`src/rtl/alu_result_stage.sv`:
```
// Registered result/flag stage behind the ALU with a 2-entry skid buffer (valid/ready).
// Optional sticky overflow flag is enabled by defining ALU_STICKY_OVF_EN.
module alu_result_stage #(
  parameter int WIDTH = 32
) (
  input  logic             clk,
  input  logic             rst_n,
  input  logic             in_valid,
  output logic             in_ready,
  input  logic [WIDTH-1:0] in_result,
  input  logic [2:0]       in_op,
  input  logic             in_a_msb,
  input  logic             in_b_msb,
  input  logic             in_sum_msb,
  output logic             out_valid,
  input  logic             out_ready,
  output logic [WIDTH-1:0] out_result,
  output logic             out_zero,
  output logic             out_ovf
`ifdef ALU_STICKY_OVF_EN
  ,
  input  logic             clr_sticky,
  output logic             ovf_sticky
`endif
);

  // State bits are {out_valid, skid_valid}; (0,1) is never entered.
  typedef enum logic [1:0] {
    EMPTY = 2'b00,
    ONE   = 2'b10,
    FULL  = 2'b11
  } buf_state_t;

  function automatic logic calc_ovf(input logic [2:0] op, input logic a_msb,
                                    input logic b_msb, input logic sum_msb);
    logic beff;
    beff = b_msb ^ op[2];
    return (op[1:0] == 2'b10) & (a_msb == beff) & (sum_msb != a_msb);
  endfunction

  buf_state_t       state_r, state_s;
  logic [WIDTH-1:0] out_result_r, skid_result_r;
  logic             out_zero_r, out_ovf_r, skid_zero_r, skid_ovf_r;
  logic             in_ready_r;
  logic             in_fire_s, out_fire_s;
  logic             load_out_in_s, load_out_skid_s, load_skid_s;
  logic             in_zero_s, in_ovf_s;

  assign in_fire_s  = in_valid & in_ready_r;
  assign out_fire_s = state_r[1] & out_ready;
  assign in_zero_s  = ~|in_result;
  assign in_ovf_s   = calc_ovf(in_op, in_a_msb, in_b_msb, in_sum_msb);

  // Next-state and datapath load selection for the skid buffer.
  always_comb begin
    state_s         = state_r;
    load_out_in_s   = 1'b0;
    load_out_skid_s = 1'b0;
    load_skid_s     = 1'b0;
    case (state_r)
      EMPTY: begin
        if (in_fire_s) begin
          load_out_in_s = 1'b1;
          state_s       = ONE;
        end else begin
          state_s = EMPTY;
        end
      end
      ONE: begin
        if (in_fire_s && out_ready) begin
          load_out_in_s = 1'b1;
          state_s       = ONE;
        end else if (in_fire_s) begin
          load_skid_s = 1'b1;
          state_s     = FULL;
        end else if (out_ready) begin
          state_s = EMPTY;
        end else begin
          state_s = ONE;
        end
      end
      FULL: begin
        if (out_ready) begin
          load_out_skid_s = 1'b1;
          state_s         = ONE;
        end else begin
          state_s = FULL;
        end
      end
      default: begin
        state_s = EMPTY;
      end
    endcase
  end

  // State register; in_ready is registered from the next skid occupancy.
  always_ff @(posedge clk) begin
    if (!rst_n) begin
      state_r    <= EMPTY;
      in_ready_r <= 1'b1;
    end else begin
      state_r    <= state_s;
      in_ready_r <= ~state_s[0];
    end
  end

  // Output register: reloads from the input or from the skid entry.
  always_ff @(posedge clk) begin
    if (!rst_n) begin
      out_result_r <= {WIDTH{1'b0}};
      out_zero_r   <= 1'b0;
      out_ovf_r    <= 1'b0;
    end else if (load_out_in_s) begin
      out_result_r <= in_result;
      out_zero_r   <= in_zero_s;
      out_ovf_r    <= in_ovf_s;
    end else if (load_out_skid_s) begin
      out_result_r <= skid_result_r;
      out_zero_r   <= skid_zero_r;
      out_ovf_r    <= skid_ovf_r;
    end
  end

  // Skid entry capture.
  always_ff @(posedge clk) begin
    if (!rst_n) begin
      skid_result_r <= {WIDTH{1'b0}};
      skid_zero_r   <= 1'b0;
      skid_ovf_r    <= 1'b0;
    end else if (load_skid_s) begin
      skid_result_r <= in_result;
      skid_zero_r   <= in_zero_s;
      skid_ovf_r    <= in_ovf_s;
    end
  end

  assign in_ready   = in_ready_r;
  assign out_valid  = state_r[1];
  assign out_result = out_result_r;
  assign out_zero   = out_zero_r;
  assign out_ovf    = out_ovf_r;

`ifdef ALU_STICKY_OVF_EN
  logic ovf_sticky_r;

  // Sticky overflow: set on an overflowing output transfer, which beats a clear.
  always_ff @(posedge clk) begin
    if (!rst_n) begin
      ovf_sticky_r <= 1'b0;
    end else if (out_fire_s && out_ovf_r) begin
      ovf_sticky_r <= 1'b1;
    end else if (clr_sticky) begin
      ovf_sticky_r <= 1'b0;
    end
  end

  assign ovf_sticky = ovf_sticky_r;
`else
  logic unused_fire_s;
  assign unused_fire_s = out_fire_s;
`endif

endmodule

```
`config.mk`:
```
export PLATFORM = sky130hd
export DESIGN_NAME = alu_result_stage
export DESIGN_NICKNAME = d
export VERILOG_FILES = /design/src/rtl/alu_result_stage.sv
export SDC_FILE = /design/constraint.sdc
export NUM_CORES = 1
export LEC_CHECK = 0
export BUFFER_PORTS_ARGS = -buffer_cell sky130_fd_sc_hd__buf_2
export CAP_MARGIN = 5
export CORE_MARGIN = 4
export CORE_UTILIZATION = 30
export CTS_CLUSTER_DIAMETER = 120
export DETAILED_ROUTE_END_ITERATION = 16
export PLACE_DENSITY = 0.57
export SYNTH_ARGS = -nofsm -noshare
export SYNTH_HDL_FRONTEND = slang
export SYNTH_SLANG_ARGS = --single-unit
```
`constraint.sdc`:
```
create_clock -name clk -period 1.9 [get_ports clk]
set_input_delay 0.095 -clock clk [delete_from_list [all_inputs] [get_ports clk]]
set_output_delay 0.095 -clock clk [all_outputs]
set_load 0.01 [all_outputs]
```
# After elaboration in Yosys (flattened, before gate mapping)
# Index checks and enable logic that the tools add are counted.
# totals
regBits	71
# classes
eq_ne	5
n_mux	19
bitwise	5
n_reduce_logical	5
# ops
op	n
$mux 32	2
$reduce_or 32->1	1
$mux 1	11
$mux 2	4
$eq 2x2->1 const B	3
$pmux 2 s3	1
$and 1x1->1	3
$logic_not 2->1	1
$pmux 1 s2	1
$reduce_bool 2->1	1
$eq 1x1->1	1
$logic_and 1x1->1	1
$logic_not 1->1	1
$ne 1x1->1	1
$not 1->1	1
$xor 1x1->1	1

# Depth between registers and ports, before layout
# Gate-level depths: netlist of run 1.
# logic_depth
word_depth	5
depth_mapped	6
depth_no_buf	4

# Worst setup path after synthesis of run 1
# OpenSTA, ideal clock, no wires.
# synth_path
path_type	register -> register
startpoint	reg state_r[1]
endpoint	reg out_zero_r (netlist: out_zero)
arrival_time_ps	1367
t_required_ps	1782
slack_ps	416
path_stages_with_launch	6
path_buffers	1
synth_period_minus_slack_ps	1484
cell_sequence	dfxtp_1 > nor2b_1 > buf_2 > a211o_1 > or3_1 > o2111a_1
# synth_via
elab_chain_cells	3
word_cells_on_any_way	7
classes_between	eq/ne: 2; mux: 3; reduce/logical: 2
# synth_lines
item	line	source
from (decl)	41	buf_state_t state_r, state_s;
from (signal assigned)	102	state_r <= state_s;
$eq 2x2->1 or $logic_not 2->1 (tied branches)	60	case (state_r)
$pmux 1 s2 or $mux 1 (tied branches)	60	
$mux 1 or $reduce_bool 2->1 (tied branches)	-	
to (signal assigned)	115	out_zero_r <= in_zero_s;
to (signal assigned)	119	out_zero_r <= skid_zero_r;
to (decl)	43	logic out_zero_r, out_ovf_r, skid_zero_r, skid_ovf_r;
# Several ways; a longest one is shown, not always the timed one.
# A chain may end at the register's enable or synchronous reset.

# Final worst setup path of run 1
# layout_path
startpoint	reg state_r[1]
endpoint	reg out_result_r[19] (netlist: out_result[19])
# layout_via
elab_chain_cells	3
word_cells_on_any_way	7
classes_between	eq/ne: 2; mux: 3; reduce/logical: 2
# layout_lines
item	line	source
$eq 2x2->1 or $logic_not 2->1 (tied branches)	60	
$pmux 1 s2 or $mux 1 (tied branches)	60	
$mux 32 or $reduce_bool 2->1 (tied branches)	-	
to (signal assigned)	110	out_result_r <= {WIDTH{1'b0}};
to (signal assigned)	114	out_result_r <= in_result;
to (signal assigned)	118	out_result_r <= skid_result_r;
to (decl)	42	logic [WIDTH-1:0] out_result_r, skid_result_r;
# Several ways; a longest one is shown, not always the timed one.

==> results of run 1 <==
-- flip-flops by register name (all words and copies together) (netlist names) --
register	flops
in_ready	1
out_zero	1
state_r	2
skid_zero_r	1
skid_ovf_r	1
out_ovf	1
skid_result_r	32
out_result	32
-- worst max-delay path, delay by kind of cell (launching register included) --
| kind | cells | cell delay (ns) |
|---|---|---|
| flip-flops | 1 | 0.39 |
| AO/OA/AOI/OAI | 2 | 0.49 |
| AND/OR/NAND/NOR | 2 | 0.39 |
| buffers and inverters | 1 | 0.30 |
-- kinds of logic (layout without fill, tap and decap cells) --
family                    Yosys count  in the layout  share of synthesized area [%]
and+or+nand+nor                   123            123                           18.2
AOI/OAI and AO/OA                 106            106                           28.6
DFF                                71             71                           47.7
buffers and inverters              29            115                           4.83
xor gates and xnor gates            1              1                          0.294
muxes                               1              1                          0.336
-- what timing repair did --
item / CTS / global route
endpoints found under the hold margin: 4 / 0
setup buffers: 0 / 0
hold buffers: 4 / 0
-- cell usage after synthesis, drive strengths merged, types with 2 or more instances --
cell,n,share of area (%)
or3,2,0.42
nor4,8,1.7
o2111a,2,0.76
dfxtp,71,48
o221ai,32,9.4
nand4,2,0.42
a21boi,65,16
inv,3,0.38
nor2,2,0.34
nand2,100,13
buf,13,2.8
clkbuf,13,1.6
nor4bb,2,0.67
o21ai,2,0.34
-- routing by layer --
metal	up-vias	routed length, µm	GRT usage, %
li1	1344	-	-
met1	1252	3820	18.2
met2	65	3960	23.8
met3	8	438	3.54
met4	0	101	6.67
met5	-	0	0
-- per-stage QoR --
stage	utilization, %	worst slack (ns)	hold WS, ns
2_1_floorplan	-	0.416	0.230
3_3_place_gp	36.2	0.350	0.361
3_5_place_dp	36.2	0.258	0.370
4_1_cts	38.9	0.216	0.000121
5_1_grt	38.9	0.107	0.00693
6_report	38.9	0.245	0.0162
-- cell type report --
cell class | instances | area, µm²
tap | 133 | 166
inverter | 3 | 11.3
timing repair buffer | 96 | 538
fill | 1058 | 5950
multi-input combinational | 231 | 1420
sequential | 71 | 1420
clock inverter | 5 | 81.3
clock buffer | 11 | 141
-- cells in the final DEF (no fill, tap or decap), drive strengths merged, types with 3 or more instances in the layout --
| master | Yosys | final |
|---|---|---|
| dlygate4sd3 | 0 | 4 |
| nand2 | 100 | 100 |
| inv | 3 | 3 |
| nor4 | 8 | 8 |
| a21boi | 65 | 65 |
| o221ai | 32 | 32 |
| buf | 13 | 92 |
| clkbuf | 13 | 11 |
| dfxtp | 71 | 71 |
-- power breakdown --
group	switching, mW	internal, mW	total, mW
logic	0.248	0.177	0.425
clock network	0.583	0.776	1.36
registers	0.0331	1.55	1.58
-- worst max-delay path by stage --
stage / start / cells after the start / slack (ns) / endpoint
CTS: state_r[1]$_SDFF_PN0_ / 5 / 0.22 / out_result[19]$_SDFFE_PN0P_
global placement: state_r[1]$_SDFF_PN0_ / 5 / 0.35 / out_result[20]$_SDFFE_PN0P_
floorplan: state_r[1]$_SDFF_PN0_ / 5 / 0.42 / out_zero$_SDFFE_PN0P_
detailed placement: state_r[1]$_SDFF_PN0_ / 5 / 0.26 / out_result[16]$_SDFFE_PN0P_
global route: state_r[1]$_SDFF_PN0_ / 5 / 0.11 / out_result[19]$_SDFFE_PN0P_
finish: state_r[1]$_SDFF_PN0_ / 5 / 0.25 / out_result[19]$_SDFFE_PN0P_
==> metrics.yaml, run 1 <==
hold_violations: 0
cts_root_buf: "clkbuf_8"
track_usage_pct: 14.6
cts_max_level: 3
yosys_warnings: 0
relSlewSlack_pct: 73.0
hold_class: "input pin to flop"
drv_cap: 0
antenna_found_initial: 0
vias_per_cell: 4.85
routed_wl_um: 8320
r2r_slack_ns: 0.25
port_buffers: 77
r2r_end: "out_result[19]$_SDFFE_PN0P_"
crit_fanout: 16
crit_path_cell_trace: "nor2b_1 > a211o_1 > buf_4 > nand2_1 > a21boi_0"
drv_slew: 0
cpPeakStageDelay_ns: 0.39
yosysSeqAreaShare_pct: 47.7
initial_core_util_pct: 30.6
core_area_mm2: 0.00973
rr_worst_depth: 5
rsz0062_at_grt: "false"
total_power_mw: 3.37
syn_area_per_cell_um2: 9.00
max_freq_mhz: 604
drtIter0Drc: 139
gp_congestion: 0.748
synth_cell_types: 31
clkTransAtPathRegs_ns: 0.08
vdd_drop_max_mv: 0.318
syn_nets: 373
finClkSkew_ns: 0.0106
cts.path.max_buffers: 2
layout-drive-gt1-share_pct: 27.1
area_growth_pct: 26.9
grt_pass1_wl_um: 13200
cts.sinks: 71
crit_path_end_kind: "flop"
io_pins: 78
antenna_cells: 0
post-route-period-util_pct: 87.1
min_path_cells: 3
overflow: 0
netlist_instances: 331
cts-resized-gates: 0
die_x_um: 108
synthArstFlopShare_pct: 0
synth_top_flop_cell: "dfxtp_1"
setup_tns_ns: 0
post_dp_cell_area_mm2: 0.00352
antenna_left: 0
dp_hpwl_um: 5710
synth_edf_count: 0
arrival_ns: 1.92
drt-pass1-iter-count: 4
period_needed_ns: 1.65
holdPathEnd: "skid_result_r[17]$_SDFFE_PN0P_"
wl_per_cell_um: 15.1
std_cell_rows: 36
slowest_stage: "dfxtp_1"
netlist_area_mm2: 0.00298
die_height_um: 108
clock_latency_ns: 0.35
fin_nets: 454
grt_pass1_vias: 2659
status: "complete, no violations"
stdcell_count: 550
synth-seq-cells: 71
finalSetupViolations: 0
cts_tree: "yes"
cp.required_ns: 2.17
vias: 2669
tightest_slew_ns: 0.401
drcViolationCount: 0
grt_max_degree: 31
dieArea_mm2: 0.0116
p_leak_nw: 1.45
final_area_mm2: 0.00378
cp-start-kind: "flop"
criticalPathCategory: "flop to flop"
min-delay-start: "in_result[17]"
placedCellCount: 530
r2r-start: "state_r[1]$_SDFF_PN0_"
numCtsBuffers: 9
power_density_mw_per_mm2: 891
Power figures use the tool's default switching activity.
==> inputs of run 2 (changes only) <==
--- a/config.mk
+++ b/config.mk
@@ -9,6 +9,7 @@
 export CAP_MARGIN = 5
 export CORE_MARGIN = 4
 export CORE_UTILIZATION = 30
+export CTS_BUF_LIST = sky130_fd_sc_hd__clkbuf_4
 export CTS_CLUSTER_DIAMETER = 120
 export DETAILED_ROUTE_END_ITERATION = 16
 export PLACE_DENSITY = 0.57
==> run 2 against run 1 <==
  * Setup slack got worse by 0.031 ns
  * Sequential share of layout area shrank 2.0 points
  * Total power fell by 6.6%
  * Largest power group unchanged
==> metrics.yaml, run 2 (synthesis gave the netlist of run 1 again) <==
slowest_stage: "dfxtp_1"
post_dp_cell_area_mm2: 0.00352
vias: 2779
sw_frac_of_total_pct: 26.5
dp_hpwl_um: 5710
layout_common_cells: "nand2_1 (100), buf_2 (77), dfxtp_1 (71)"
wl_per_cell_um: 14.6
setup_tns_ns: 0
vias_per_cell: 4.81
cp.required_ns: 2.23
cts.sinks: 71
p_int_mw: 2.31
antenna_left: 0
hold_ws_ns: 0.106
die_x_um: 108
status: "complete, no violations"
drtIter0Drc: 150
drv_cap: 0
cts-resized-gates: 0
io_pins: 78
period_needed_ns: 1.69
core_area_mm2: 0.00973
area_growth_pct: 34.2
antenna_cells: 0
overflow: 0
fin_nets: 482
drt-pass1-iter-count: 4
gp_congestion: 0.748
clock_latency_ns: 0.41
p_seq_share_pct: 50.4
multi_input_area_mm2: 0.00142
hold_violations: 0
antenna_found_initial: 0
stdcell_count: 578
numCtsBuffers: 9
power_density_mw_per_mm2: 786
crit_path_end_kind: "flop"
finClkSkew_ns: 0.0186
std_cell_rows: 36
grt_max_degree: 31
p_leak_nw: 1.54
grt_pass1_wl_um: 13400
die_height_um: 108
layout.area.seq_mm2: 0.00142
dieArea_mm2: 0.0116
hold_class: "input pin to flop"
cp-start-kind: "flop"
relSlewSlack_pct: 74.4
crit_buf_inv: 1
criticalPathCategory: "flop to flop"
initial_core_util_pct: 30.6
drcViolationCount: 0
crit_family: "compound AO/OA/AOI/OAI gates"
cts_max_level: 3
clkTransAtPathRegs_ns: 0.13
vdd_drop_max_mv: 0.372
p_switching_mw: 0.833
cts_tree: "yes"
mostFrequentLayoutCell: "nand2_1"
max_freq_mhz: 593
post-route-period-util_pct: 88.7
placedCellCount: 530
fill_cells: 1043
crit_fanout: 16
track_usage_pct: 14.6
clkPwrFrac_pct: 34.7
crit_path_cell_trace: "nor2b_1 > a211o_1 > buf_4 > nand2_1 > a21boi_0"
routed_wl_um: 8430
drv_slew: 0
tightest_slew_ns: 0.381
arrival_ns: 2.01
cts.path.max_buffers: 2
rsz0062_at_grt: "false"
cts_root_buf: "clkbuf_4"
cpPeakStageDelay_ns: 0.41
combPwrFrac_pct: 14.9
layout-drive-gt1-share_pct: 25.4
r2r_slack_ns: 0.21
port_buffers: 77
finalSetupViolations: 0
grt_pass1_vias: 2746
final_area_mm2: 0.00400
[run 2: cell count changes in the layout (fill, tap and decap cells not counted)]
cell           previous run  this run
clkbuf_8                 10         0
clkinv_1                  0         1
dlygate4sd3_1             4        32
clkbuf_4                  0        10
clkbuf_1                  1         0
[run 2: worst paths after layout]
kind / endpoint / startpoint / cells past startpoint
setup / recovery: out_result[19]$_SDFFE_PN0P_ / state_r[1]$_SDFF_PN0_ / 5
hold / removal: state_r[1]$_SDFF_PN0_ / out_ready / 4
setup reg to reg: out_result[19]$_SDFFE_PN0P_ / state_r[1]$_SDFF_PN0_ / 5
hold reg to reg: out_result[4]$_SDFFE_PN0P_ / out_result[4]$_SDFFE_PN0P_ / 2
[run 2: layer usage]
| layer | global-route usage [%] | vias to the layer above | share of wire (%) |
|---|---|---|---|
| met2 | 24.4 | 62 | 47 |
| li1 | - | 1403 | - |
| met1 | 18.5 | 1303 | 47 |
| met4 | 5.05 | 0 | 1.4 |
| met3 | 3.06 | 11 | 4.7 |
| met5 | 0 | - | 0 |
[run 2: stage by stage]
stage | total power [mW] | utilization (%) | worst slack, ns
after CTS | 3.18 | 41.1 | 0.201
after global routing | 3.30 | 41.1 | 0.0911
after global placement | 2.04 | 36.2 | 0.350
after detailed placement | 2.04 | 36.2 | 0.258
after floorplan | 1.85 | - | 0.416
final | 3.14 | 41.1 | 0.214
[run 2: final cells by class]
cell class / instances / area share (%)
tap: 133 / 4.16
sequential: 71 / 35.5
inverter: 3 / 0.282
clock buffer: 10 / 1.88
timing repair buffer: 124 / 20.5
clock inverter: 6 / 2.13
multi-input combinational: 231 / 35.5
[run 2: repair_timing]
item,in CTS,in global routing
setup buffers,0,0
endpoints found under the hold margin,32,0
hold buffers,32,0
[run 2: tightest hold or removal path, delay by kind of cell]
family          cells  cell delay (ns)
buf+inv             2             0.17
compound gates      2             0.20
[run 2: power by group through the flow]
stage / Clock [mW] / Sequential, mW / Combinational, mW
after global routing: 1.19 / 1.59 / 0.516
after global placement: 0 / 1.62 / 0.418
after detailed placement: 0 / 1.62 / 0.425
final: 1.09 / 1.58 / 0.470
after floorplan: 0 / 1.64 / 0.215
after CTS: 1.12 / 1.59 / 0.478
